`config.mk`:
```
export PLATFORM = sky130hd
export DESIGN_NAME = mac_seq_ctrl
export DESIGN_NICKNAME = d
export VERILOG_FILES = /design/src/rtl/mac_seq_ctrl.sv
export SDC_FILE = /design/constraint.sdc
export NUM_CORES = 1
export LEC_CHECK = 0
export BUFFER_PORTS_ARGS = -buffer_cell sky130_fd_sc_hd__buf_2
export CAP_MARGIN = 25
export CORE_MARGIN = 2
export CORE_UTILIZATION = 49
export DETAILED_ROUTE_END_ITERATION = 6
export HOLD_SLACK_MARGIN = 0.12
export PLACE_DENSITY_LB_ADDON = 0.08
export SETUP_SLACK_MARGIN = 0.1
export SYNTH_ARGS = -nofsm -noshare
export SYNTH_HDL_FRONTEND = slang
export SYNTH_SLANG_ARGS = --single-unit
```
`constraint.sdc`:
```
create_clock -name clk -period 5.3 [get_ports clk]
set_input_delay 1.06 -clock clk [delete_from_list [all_inputs] [get_ports clk]]
set_output_delay 1.06 -clock clk [all_outputs]
set_load 0.01 [all_outputs]
```
`src/rtl/mac_seq_ctrl.sv`:
```
// mac_seq_ctrl: streams N four-lane operand groups into a registered MAC,
// feeding the running sum back through c and returning the final result.
module mac_seq_ctrl #(
  parameter int bw      = 4,
  parameter int psum_bw = 16,
  parameter int len_bw  = 8
) (
  input  logic               clk,
  input  logic               reset,
  input  logic               cmd_valid,
  output logic               cmd_ready,
  input  logic [len_bw-1:0]  cmd_len,
  input  logic               in_valid,
  output logic               in_ready,
  input  logic [4*bw-1:0]    in_a,
  input  logic [4*bw-1:0]    in_b,
  output logic [bw-1:0]      a0,
  output logic [bw-1:0]      a1,
  output logic [bw-1:0]      a2,
  output logic [bw-1:0]      a3,
  output logic [bw-1:0]      b0,
  output logic [bw-1:0]      b1,
  output logic [bw-1:0]      b2,
  output logic [bw-1:0]      b3,
  output logic [psum_bw-1:0] c,
  input  logic [psum_bw-1:0] mac_out,
  output logic               res_valid,
  input  logic               res_ready,
  output logic [psum_bw-1:0] res_data,
  output logic               busy
);

  typedef enum logic [1:0] {
    S_IDLE,
    S_RUN,
    S_DRAIN,
    S_DONE
  } state_e;

  state_e              state_q, state_d;
  logic [len_bw-1:0]   remain_q, remain_d;
  logic                first_q, first_d;
  logic                issue_q, issue;
  logic [psum_bw-1:0]  psum_q, psum_d;
  logic [psum_bw-1:0]  res_q, res_d;
  logic [4*bw-1:0]     a_l, b_l;

  always_ff @(posedge clk or posedge reset) begin
    if (reset) begin
      state_q  <= S_IDLE;
      remain_q <= '0;
      first_q  <= 1'b0;
      issue_q  <= 1'b0;
      psum_q   <= '0;
      res_q    <= '0;
    end else begin
      state_q  <= state_d;
      remain_q <= remain_d;
      first_q  <= first_d;
      issue_q  <= issue;
      psum_q   <= psum_d;
      res_q    <= res_d;
    end
  end

  always_comb begin
    state_d  = state_q;
    remain_d = remain_q;
    first_d  = first_q;
    psum_d   = psum_q;
    res_d    = res_q;
    issue    = 1'b0;
    // MAC inputs reload every cycle, so the sum must be parked here
    if (issue_q) psum_d = mac_out;
    unique case (state_q)
      S_IDLE: begin
        if (cmd_valid) begin
          remain_d = cmd_len;
          first_d  = 1'b1;
          if (cmd_len == '0) begin
            psum_d  = '0;
            res_d   = '0;
            state_d = S_DONE;
          end else begin
            state_d = S_RUN;
          end
        end
      end
      S_RUN: begin
        if (in_valid) begin
          issue    = 1'b1;
          remain_d = remain_q - len_bw'(1);
          first_d  = 1'b0;
          if (remain_q == len_bw'(1)) state_d = S_DRAIN;
        end
      end
      S_DRAIN: begin
        res_d   = mac_out;
        state_d = S_DONE;
      end
      S_DONE: begin
        if (res_ready) state_d = S_IDLE;
      end
      default: state_d = S_IDLE;
    endcase
  end

  assign cmd_ready = (state_q == S_IDLE) && !reset;
  assign in_ready  = (state_q == S_RUN);
  assign res_valid = (state_q == S_DONE);
  assign res_data  = res_valid ? res_q : '0;
  assign busy      = (state_q != S_IDLE);

  assign a_l = issue ? in_a : '0;
  assign b_l = issue ? in_b : '0;

  assign a0 = a_l[0*bw +: bw];
  assign a1 = a_l[1*bw +: bw];
  assign a2 = a_l[2*bw +: bw];
  assign a3 = a_l[3*bw +: bw];
  assign b0 = b_l[0*bw +: bw];
  assign b1 = b_l[1*bw +: bw];
  assign b2 = b_l[2*bw +: bw];
  assign b3 = b_l[3*bw +: bw];

  assign c = (issue && first_q) ? '0 :
             (issue_q ? mac_out : psum_q);

endmodule

```
==> summary.md, run 1 <==
| Metric | Value |
|---|---|
| Gr usage total | `0.224` |
| Iter 0 DRT Violations | `122` |
| Std-Cell Rows | `26` |
| Htree depth | `2` |
| First-pass GRT wire length | `10.5 mm` |
| Placer Congestion | `0.858` |
| Most used DFF post-synth | `dfrtp_1` |
| FMAX | `295 MHz` |
| Final WL | `6.33 mm` |
| Final Util | `0.647` |
| Warnings from Yosys | `0` |
| Maximum vdd drop | `0.285 mV` |
| Vias/cell | `4.91` |
| Top Family by Delay on Critical Path | `simple AND/OR/NAND/NOR gates` |
| Die area | `0.00578 sq mm` |
| Synth async-reset ratio | `1.00` |
| Total of max-cap violations | `0` |
| Root Driver | `clkbuf_8` |
| DP Area | `0.00318 sq mm` |
| CTS resizes | `0` |
| Adder-Cell Fraction of Synth Area | `0.0345` |
| Most common cell after layout, fill and taps aside | `buf_2` |
| Post-DP HPWL | `4.64 mm` |
| Largest net degree at the start of global routing | `53` |
| Post-route cell area | `0.00326 sq mm` |
| Antenna Nets Post-Route | `0` |
| Crit Path Max Fanout | `38` |
| Final min period | `3.40 ns` |
| Fillers | `452` |
| Final setup fails | `0` |
| IO Pins | `129` |
| Vias | `2348` |
| Placement Setup Slack | `1.93 ns` |
| Largest family of logic cells by synthesized area | `simple AND/OR/NAND/NOR gates` |
| Layout cell share with drive strength beyond 1 | `0.348` |
| Tcrit/Tclk final | `0.641` |
| DR pass1 iterations | `4` |
| Critical Path Max Stage Delay | `0.61 ns` |
| Leak | `0.00181 uW` |
| Unique masters post-synth | `33` |
| Overflow after GRT | `0` |
| NumNets Final | `476` |
| Crit path max-delay cell type | `and3_1` |
| Post-synth EDFFs | `0` |
| Buffers & Inverters on Critical Path | `2` |
| Final setup slack of the worst path | `1.90 ns` |
| Flops & latches, synth | `44` |
| Status | `finished, final reports clean` |
| Core ar. | `0.00504 sq mm` |
| Cell mode on critical path | `buf_2` |
| PwrDens | `498 mW/mm^2` |
| Layout Area Growth over Synthesis | `28.5%` |
| Chip height | `76.0 um` |
| Critical setup path kind | `in -> out` |
| Synthesized net count | `360` |
| Postcts setup bufs | `0` |
| Clock Sinks | `44` |
| Final Hold Fails | `0` |
| Antenna Cells | `0` |
| Initial Util | `0.504` |
| Compound-cell area share of the yosys netlist | `0.116` |
| Initial antenna violation count | `0` |
| CTS clk-pin slew, worst paths | `0.08 ns` |
| Total CTS buffers | `5` |
| Slew HR | `0.306` |
| DRC | `0` |
| Mapped Cells | `292` |
| Commonest cells after routing, fill and taps aside | `buf_2 (128), dfrtp_1 (44), nor2_1 (41)` |
| RSZ-0062 raised after global routing | `no` |
| Slew @ Worst Pin | `1.04 ns` |
| Setup_tns | `0 ns` |
| Post-synthesis mux area share | `0.0709` |
| Max Transition Viols Final | `0` |
| Worst setup EP type | `primary output` |
| Number of global-route vias before repair | `2172` |
| Hold buffers post-CTS | `0` |
| Clk buf depth | `2` |
| Worst setup SP type | `input pin` |
| Synthesized area | `0.00254 sq mm` |
| CP cell instances | `buf_2 -> and3_1 -> nor2_1 -> buf_2` |
| Port bufs | `128` |
| Post-synthesis sequential area ratio | `0.433` |
| Critical path arrival | `2.34 ns` |
| Synth Area in Simple Gates | `0.261` |
| Clock Skew | `0.00461 ns` |
| Post-Synth XOR/XNOR Area | `0` |
| WL per Instance | `13.3 um` |
| Die X-Extent | `76.0 um` |
| Synth Area per Inst | `8.70 sq um` |
| CTS tree | `done` |
| Clk Latency, worst-skew pair | `0.30 ns` |
| Crit path required time | `4.24 ns` |
| HP Class | `reg -> reg` |
==> synthesized netlist by cell type (5+ instances only) <==
cell,instances,area [sq um]
dfrtp_1,44,1100
nor2_1,41,154
and3_1,33,206
inv_1,29,109
o21ai_0,22,110
and2_1,18,113
mux2i_1,18,180
nand3_1,17,85.1
clkbuf_1,13,48.8
a21oi_1,10,50.1
ha_1,7,87.6
buf_2,5,25.0
nand2_1,5,18.8
o22a_1,5,43.8
==> report_power, final <==
part / internal, uW / switching, uW / total [uW]
clock network: 89.3 / 113 / 202
registers: 488 / 92.1 / 580
logic: 347 / 497 / 844
==> registers in the layout (all words and copies together) (netlist names) <==
name,cells
first_q,1
state_q,2
issue_q,1
res_q,16
remain_q,8
psum_q,16
==> kinds of logic (layout without fill, tap and decap cells) <==
family          Yosys count  in the layout
simple gates            126            126
compound gates           46             46
fa+ha+maj                 7              7
mux                      18             18
flops                    44             44
buf+inv                  51            167
==> final timing paths <==
| kind | end | cells after the start | slack, ns | from |
|---|---|---|---|---|
| setup / recovery | c[15] | 4 | 1.90 | in_valid |
| hold / removal | first_q | 2 | 0.52 | first_q |
| setup reg to reg | remain_q[5] | 7 | 2.58 | state_q[1] |
| hold reg to reg | first_q | 2 | 0.52 | first_q |
| max in group asynchronous | state_q[0] | 3 | 4.03 | reset |
| min in group asynchronous | remain_q[7] | 3 | 0.89 | reset |
==> tightest hold or removal path, stage by stage (launching register included) <==
cell,delay (ns)
dfrtp_1,0.36
nand2_1,0.05
o21ai_0,0.07
==> cell type report <==
type | instances | area, sq um | share of cell area
clock buffer | 5 | 68.8 | 0.0211
sequential | 44 | 1100 | 0.337
inverter | 30 | 113 | 0.0345
clock inverter | 2 | 12.5 | 0.00383
timing repair buffer | 130 | 656 | 0.201
multi-input combinational | 197 | 1230 | 0.376
tap | 70 | 87.6 | 0.0268
==> per-layer routing <==
layer	global-route usage	share of wire	vias to the layer above
met5	0	0	-
met4	0.0709	0.019	0
met1	0.326	0.48	1039
met3	0.0557	0.060	11
li1	-	-	1219
met2	0.330	0.44	79
==> through the flow <==
step | hold slack (ns) | power, uW | instances
finish | 0.516 | 1630 | 478
global route | 0.541 | 1770 | 478
CTS | 0.512 | 1640 | 478
detailed placement | 0.490 | 1430 | 471
global placement | 0.490 | 1400 | 471
floorplan | 0.461 | 1180 | 292
(Power assumes the default switching activity.)
==> run 2, diff against run 1 <==
--- a/config.mk
+++ b/config.mk
@@ -8,7 +8,7 @@
 export BUFFER_PORTS_ARGS = -buffer_cell sky130_fd_sc_hd__buf_2
 export CAP_MARGIN = 25
 export CORE_MARGIN = 2
-export CORE_UTILIZATION = 49
+export CORE_UTILIZATION = 46
 export DETAILED_ROUTE_END_ITERATION = 6
 export HOLD_SLACK_MARGIN = 0.12
 export PLACE_DENSITY_LB_ADDON = 0.08
==> constraint.sdc (replaced) <==
create_clock -name clk -period 3.52 [get_ports clk]
set_input_delay 0.704 -clock clk [delete_from_list [all_inputs] [get_ports clk]]
set_output_delay 0.704 -clock clk [all_outputs]
set_load 0.01 [all_outputs]
==> run 2 against run 1 <==
  * Die area is 6.2% higher
  * Critical path depth stayed put
  * Final area is 1.3% higher
  * Routed wire length is 4.4% lower
  * Via count is 1.8% higher
  * First-iteration DRC count is 17% higher
  * Count of clock-buffer cells in the layout is 1 higher
  * Global-route usage is 2.7 points lower
  * Register-to-register slack worse by 1.3 ns
  * Sequential power is 50% higher
  * Critical path type unchanged
==> summary.md, run 2 (synthesis gave the netlist of run 1 again) <==
| Metric | Value |
|---|---|
| Status | `finished, final reports clean` |
| Critical setup path kind | `in -> out` |
| Slew @ Worst Pin | `0.899 ns (-0.138 ns)` |
| Clk Latency, worst-skew pair | `0.29 ns (about the same)` |
| Leak | `0.00183 uW (+1.6%)` |
| Slew HR | `0.401 (+0.0948)` |
| Port bufs | `128 (unchanged)` |
| Global route hottest layer | `met2` |
| Post-DP HPWL | `4.42 mm (-4.8%)` |
| First-pass GRT wire length | `9.87 mm (-5.7%)` |
| Fillers | `519 (+15%)` |
| Vias | `2391 (+1.8%)` |
| Final setup fails | `0 (unchanged)` |
| Largest net degree at the start of global routing | `52 (-1.9%)` |
| Final min period | `2.69 ns` |
| Largest regs | `psum_q (16), res_q (16), remain_q (8)` |
| IO Pins | `129 (unchanged)` |
| Clock Sinks | `44 (unchanged)` |
| Critical path arrival | `1.98 ns (-0.36 ns)` |
| Placer Congestion | `0.795 (-7.4%)` |
| Initial antenna violation count | `0 (unchanged)` |
| DRC | `0 (unchanged)` |
| Worst setup SP type | `input pin` |
| Root Driver | `clkbuf_8` |
| R2R setup slack | `1.28 ns (-1.30 ns)` |
| Hold worst-path end | `first_q` |
| Maximum vdd drop | `0.339 mV (+19%)` |
| FMAX | `372 MHz` |
| NumNets Final | `478 (+0.42%)` |
| Die X-Extent | `78.3 um (+3.0%)` |
| Layout cell share with drive strength beyond 1 | `0.353 (+0.00476)` |
| Iter 0 DRT Violations | `143 (+17%)` |
| Commonest cells after routing, fill and taps aside | `buf_2 (128), dfrtp_1 (44), nor2_1 (41)` |
| Crit path required time | `2.82 ns (-1.42 ns)` |
| PwrDens | `766 mW/mm^2 (+54%)` |
| Worst r2r src | `state_q[1]` |
| CTS clk-pin slew, worst paths | `0.07 ns (about the same)` |
| Total of max-cap violations | `0 (unchanged)` |
| Antenna Cells | `0 (unchanged)` |
| Chip height | `78.3 um (+3.0%)` |
| Layout Area Growth over Synthesis | `30.2%` |
| Max Transition Viols Final | `0 (unchanged)` |
| DR pass1 iterations | `4 (unchanged)` |
| WL per Instance | `12.5 um (-5.4%)` |
| Hold buffers post-CTS | `0 (unchanged)` |
| Clock Skew | `0.0104 ns (+0.00581 ns)` |
| Met3 Use GR | `0.0218 (-0.0338)` |
| Reg2Reg Depth | `8 (+1)` |
| Std-Cell Rows | `27 (+3.8%)` |
| Number of global-route vias before repair | `2200 (+1.3%)` |
| Most common cell after layout, fill and taps aside | `buf_2` |
| Total CTS buffers | `5 (unchanged)` |
| Initial Util | `0.470 (-0.0338)` |
| Clk buf depth | `2 (unchanged)` |
| CTS resizes | `0 (unchanged)` |
| Htree depth | `2 (unchanged)` |
| Hold depth | `2 (unchanged)` |
| Overflow after GRT | `0 (unchanged)` |
| Crit Path Max Fanout | `38 (unchanged)` |
| Tcrit/Tclk final | `0.763` |
| Setup_tns | `0 ns (unchanged)` |
| Met1 Use GR | `0.257 (-0.0690)` |
| Final Hold Fails | `0 (unchanged)` |
| Min Hold Slack | `0.514 ns (-0.00236 ns)` |
| Vias/cell | `4.95 (+0.78%)` |
| Postcts setup bufs | `0 (unchanged)` |
| Die area | `0.00613 sq mm (+6.2%)` |
| Antenna Nets Post-Route | `0 (unchanged)` |
| Pwr Total | `2530 uW (+56%)` |
| Final WL | `6.05 mm (-4.4%)` |
| RR Endpoint | `remain_q[6]` |
| CTS tree | `done` |
| HP Class | `reg -> reg` |
| RSZ-0062 raised after global routing | `no` |
| Hold_sp | `first_q` |
| Core ar. | `0.00541 sq mm (+7.2%)` |
| Gr usage total | `0.196 (-0.0273)` |
| Met2 Resource Use GR | `0.349 (+0.0188)` |
| Worst setup EP type | `primary output` |
[run 2: changes by cell type in the layout (fill, tap and decap cells not counted), sizes merged]
cell      before  now
clkbuf         5    6
buf          130  132
clkinv         3    2
bufinv         0    1
clkinvlp       1    0
inv           28   29
[run 2: report_power, final]
part           switching (uW)  internal (uW)  leakage [uW]
registers                 137            734      0.000548
logic                     751            539       0.00123
clock network             162            211     0.0000552
total                    1050           1480       0.00183
[run 2: how the worst max path moves through the flow]
stage | from | to | slack [ns]
after floorplan | state_q[1] | c[10] | 1.27
after global placement | in_valid | c[15] | 0.88
after detailed placement | in_valid | c[15] | 0.82
after CTS | in_valid | c[15] | 0.83
after global routing | in_valid | c[10] | 0.69
final | in_valid | c[15] | 0.83
[run 2: routing by layer]
layer	wire, um	up-vias
li1	-	1217
met1	2680	1088
met2	2990	79
met3	318	7
met4	64	0
met5	0	-
[run 2: cell type report]
class / instances / area [sq um] / share of cell area
flip-flops and latches: 44 / 1100 / 0.333
repair buffers: 132 / 671 / 0.203
clock inverters: 2 / 35.0 / 0.0106
clock buffers: 6 / 72.6 / 0.0219
well taps: 72 / 90.1 / 0.0272
inverters: 30 / 113 / 0.0340
multi-input cells: 197 / 1230 / 0.371
[run 2: through the flow]
stage	util	cell area, sq um	setup WS (ns)	cells
after floorplan	-	2540	1.27	292
final	0.612	3310	0.835	483
after detailed placement	0.592	3200	0.822	475
after global placement	0.592	3200	0.878	475
after global routing	0.612	3310	0.688	483
after CTS	0.612	3310	0.827	483
[run 2: worst max-delay path: stages]
cell,delay [ns]
buf_2,0.38
and3_1,0.63
nor2_1,0.10
buf_2,0.16
==> run 3, diff against run 2 <==
--- a/config.mk
+++ b/config.mk
@@ -8,7 +8,7 @@
 export BUFFER_PORTS_ARGS = -buffer_cell sky130_fd_sc_hd__buf_2
 export CAP_MARGIN = 25
 export CORE_MARGIN = 2
-export CORE_UTILIZATION = 46
+export CORE_UTILIZATION = 41
 export DETAILED_ROUTE_END_ITERATION = 6
 export HOLD_SLACK_MARGIN = 0.12
 export PLACE_DENSITY_LB_ADDON = 0.08
==> constraint.sdc (replaced) <==
create_clock -name clk -period 2.4 [get_ports clk]
set_input_delay 0.48 -clock clk [delete_from_list [all_inputs] [get_ports clk]]
set_output_delay 0.48 -clock clk [all_outputs]
set_load 0.01 [all_outputs]
==> run 3 against run 2 <==
  * Sequential power rose by 44%
  * Die area rose by 12%
  * Core utilization fell by 4.1 points
  * Via count rose by 1.9%
  * Clock power rose by 56%
  * Setup slack got worse by 0.60 ns
  * Register-to-register slack got worse by 0.78 ns
  * First-iteration DRC count fell by 15%
  * Largest power group unchanged
  * Highest routed layer unchanged
==> summary.md, run 3 (synthesis gave the netlist of run 1 again) <==
| Metric | Value |
|---|---|
| Status | `finished, final reports clean` |
| Setup_tns | `0 ns (unchanged)` |
| Die area | `0.00684 sq mm (+12%)` |
| Leak | `0.00187 uW (+2.1%)` |
| Maximum vdd drop | `0.520 mV (+53%)` |
| R2R setup slack | `0.50 ns (-0.78 ns)` |
| NumNets Final | `485 (+1.5%)` |
| Critical path arrival | `1.68 ns (-0.30 ns)` |
| Pwr Total | `3860 uW (+52%)` |
| Die X-Extent | `82.7 um (+5.6%)` |
| Layout Cells excl Fill | `493 (+2.1%)` |
| Crit Path Max Fanout | `16 (-58%)` |
| Clk Latency, worst-skew pair | `0.30 ns (about the same)` |
| CTS tree | `done` |
| Placer Congestion | `0.762 (-4.2%)` |
| FMAX | `463 MHz` |
| Reg2Reg Depth | `7 (-1)` |
| Tcrit/Tclk final | `0.900` |
| Post-DP HPWL | `5.06 mm (+15%)` |
| Layout Area Growth over Synthesis | `33.8%` |
| RR Endpoint | `res_q[3]` |
| Inst Count DP | `485 (+2.1%)` |
| RSZ-0062 raised after global routing | `no` |
| Antenna Cells | `0 (unchanged)` |
| Met2 routed WL | `3.06 mm (+2.2%)` |
| Postcts setup bufs | `0 (unchanged)` |
| Clock Sinks | `44 (unchanged)` |
| Initial antenna violation count | `0 (unchanged)` |
| Critical setup path kind | `reg -> out` |
| Commonest cells after routing, fill and taps aside | `buf_2 (128), dfrtp_1 (44), nor2_1 (41)` |
| Iter 0 DRT Violations | `121 (-15%)` |
| CTS clk-pin slew, worst paths | `0.09 ns (+0.02 ns)` |
| Port bufs | `128 (unchanged)` |
| Initial Util | `0.427 (-0.0435)` |
| Slew @ Worst Pin | `0.848 ns (-0.0507 ns)` |
| Slew HR | `0.431 (+0.0303)` |
| PwrDens | `1130 mW/mm^2 (+48%)` |
| HP Class | `in -> async` |
| WL per Instance | `13.5 um (+7.6%)` |
| DRC | `0 (unchanged)` |
| Final Hold Fails | `0 (unchanged)` |
| Uppermost layer routed | `met4` |
| Vias/cell | `4.94 (-0.18%)` |
| Min Hold Slack | `0.241 ns (-0.273 ns)` |
| First-pass GRT wire length | `10.4 mm (+4.9%)` |
| Worst r2r src | `state_q[1]` |
| Clk buf depth | `2 (unchanged)` |
| Std-Cell Rows | `28 (+3.7%)` |
| Met3 wire length | `454 um (+43%)` |
| Crit path required time | `1.92 ns (-0.90 ns)` |
| Final min period | `2.16 ns` |
| Antenna Nets Post-Route | `0 (unchanged)` |
| Total CTS buffers | `5 (unchanged)` |
| Largest net degree at the start of global routing | `34 (-35%)` |
| Final Util | `0.571 (-0.0410)` |
| Max Transition Viols Final | `0 (unchanged)` |
| Gr usage total | `0.200 (+0.00343)` |
| Most common cell after layout, fill and taps aside | `buf_2` |
| Worst setup EP type | `primary output` |
| Core ar. | `0.00596 sq mm (+10%)` |
| Vias | `2436 (+1.9%)` |
| Overflow after GRT | `0 (unchanged)` |
| Worst setup SP type | `flip-flop` |
| DR pass1 iterations | `4 (unchanged)` |
| Chip height | `82.7 um (+5.6%)` |
| Total of max-cap violations | `0 (unchanged)` |
| Number of global-route vias before repair | `2240 (+1.8%)` |
| Htree depth | `2 (unchanged)` |
| Final WL | `6.65 mm (+9.8%)` |
| Final setup fails | `0 (unchanged)` |
| IO Pins | `129 (unchanged)` |
| Clock Skew | `0.00816 ns (-0.00226 ns)` |
| Root Driver | `clkbuf_8` |
| Largest regs | `psum_q (16), res_q (16), remain_q (8)` |
| Layout cell share with drive strength beyond 1 | `0.366 (+0.0132)` |
| M1 WL | `3.04 mm (+13%)` |
[run 3: per-layer routing]
metal,vias to the layer above,GRT usage
met5,-,0
met4,0,0.0639
met3,8,0.0391
met2,96,0.310
met1,1100,0.281
li1,1232,-
[run 3: layout make-up]
cell class / instances / area, sq um
Clock buffer: 5 / 68.8
Clock inverter: 3 / 46.3
Fill cell: 538 / 2550
Inverter: 30 / 113
Multi-Input combinational cell: 197 / 1240
Sequential cell: 44 / 1100
Tap cell: 75 / 93.8
Timing Repair Buffer: 139 / 739
[run 3: where the power goes]
part	switching [uW]	total (uW)	leakage (uW)	internal (uW)
clock	268	582	0.0000548	314
combinational	1160	2020	0.00127	854
sequential	182	1260	0.000548	1080
[run 3: how the worst max path moves through the flow]
stage	from	end	slack [ns]	cells past startpoint
floorplan	state_q[1]	c[10]	0.37	6
global placement	cmd_len[2]	res_q[14]	0.40	6
detailed placement	cmd_len[2]	res_q[3]	0.34	6
CTS	state_q[1]	a2[1]	0.11	5
global route	state_q[1]	c[15]	0.13	6
finish	state_q[1]	c[15]	0.24	6
[run 3: what timing repair did]
item	in CTS	in global routing
setup endpoints to repair	0	34
hold buffers	0	0
gates resized for setup	0	3
[run 3: stage by stage]
| step | setup slack, ns | instance area (sq um) |
|---|---|---|
| after floorplan | 0.372 | 2540 |
| after global placement | 0.401 | 3270 |
| after detailed placement | 0.345 | 3270 |
| after CTS | 0.114 | 3380 |
| after global routing | 0.128 | 3400 |
| final | 0.239 | 3400 |
[run 3: worst max-delay path, cell delays in order (launching register included)]
cell and delay (ns):
dfrtp_1 0.41, inv_1 0.18, ha_4 0.20, and3_1 0.17
buf_4 0.21, nor2_1 0.08, buf_2 0.14
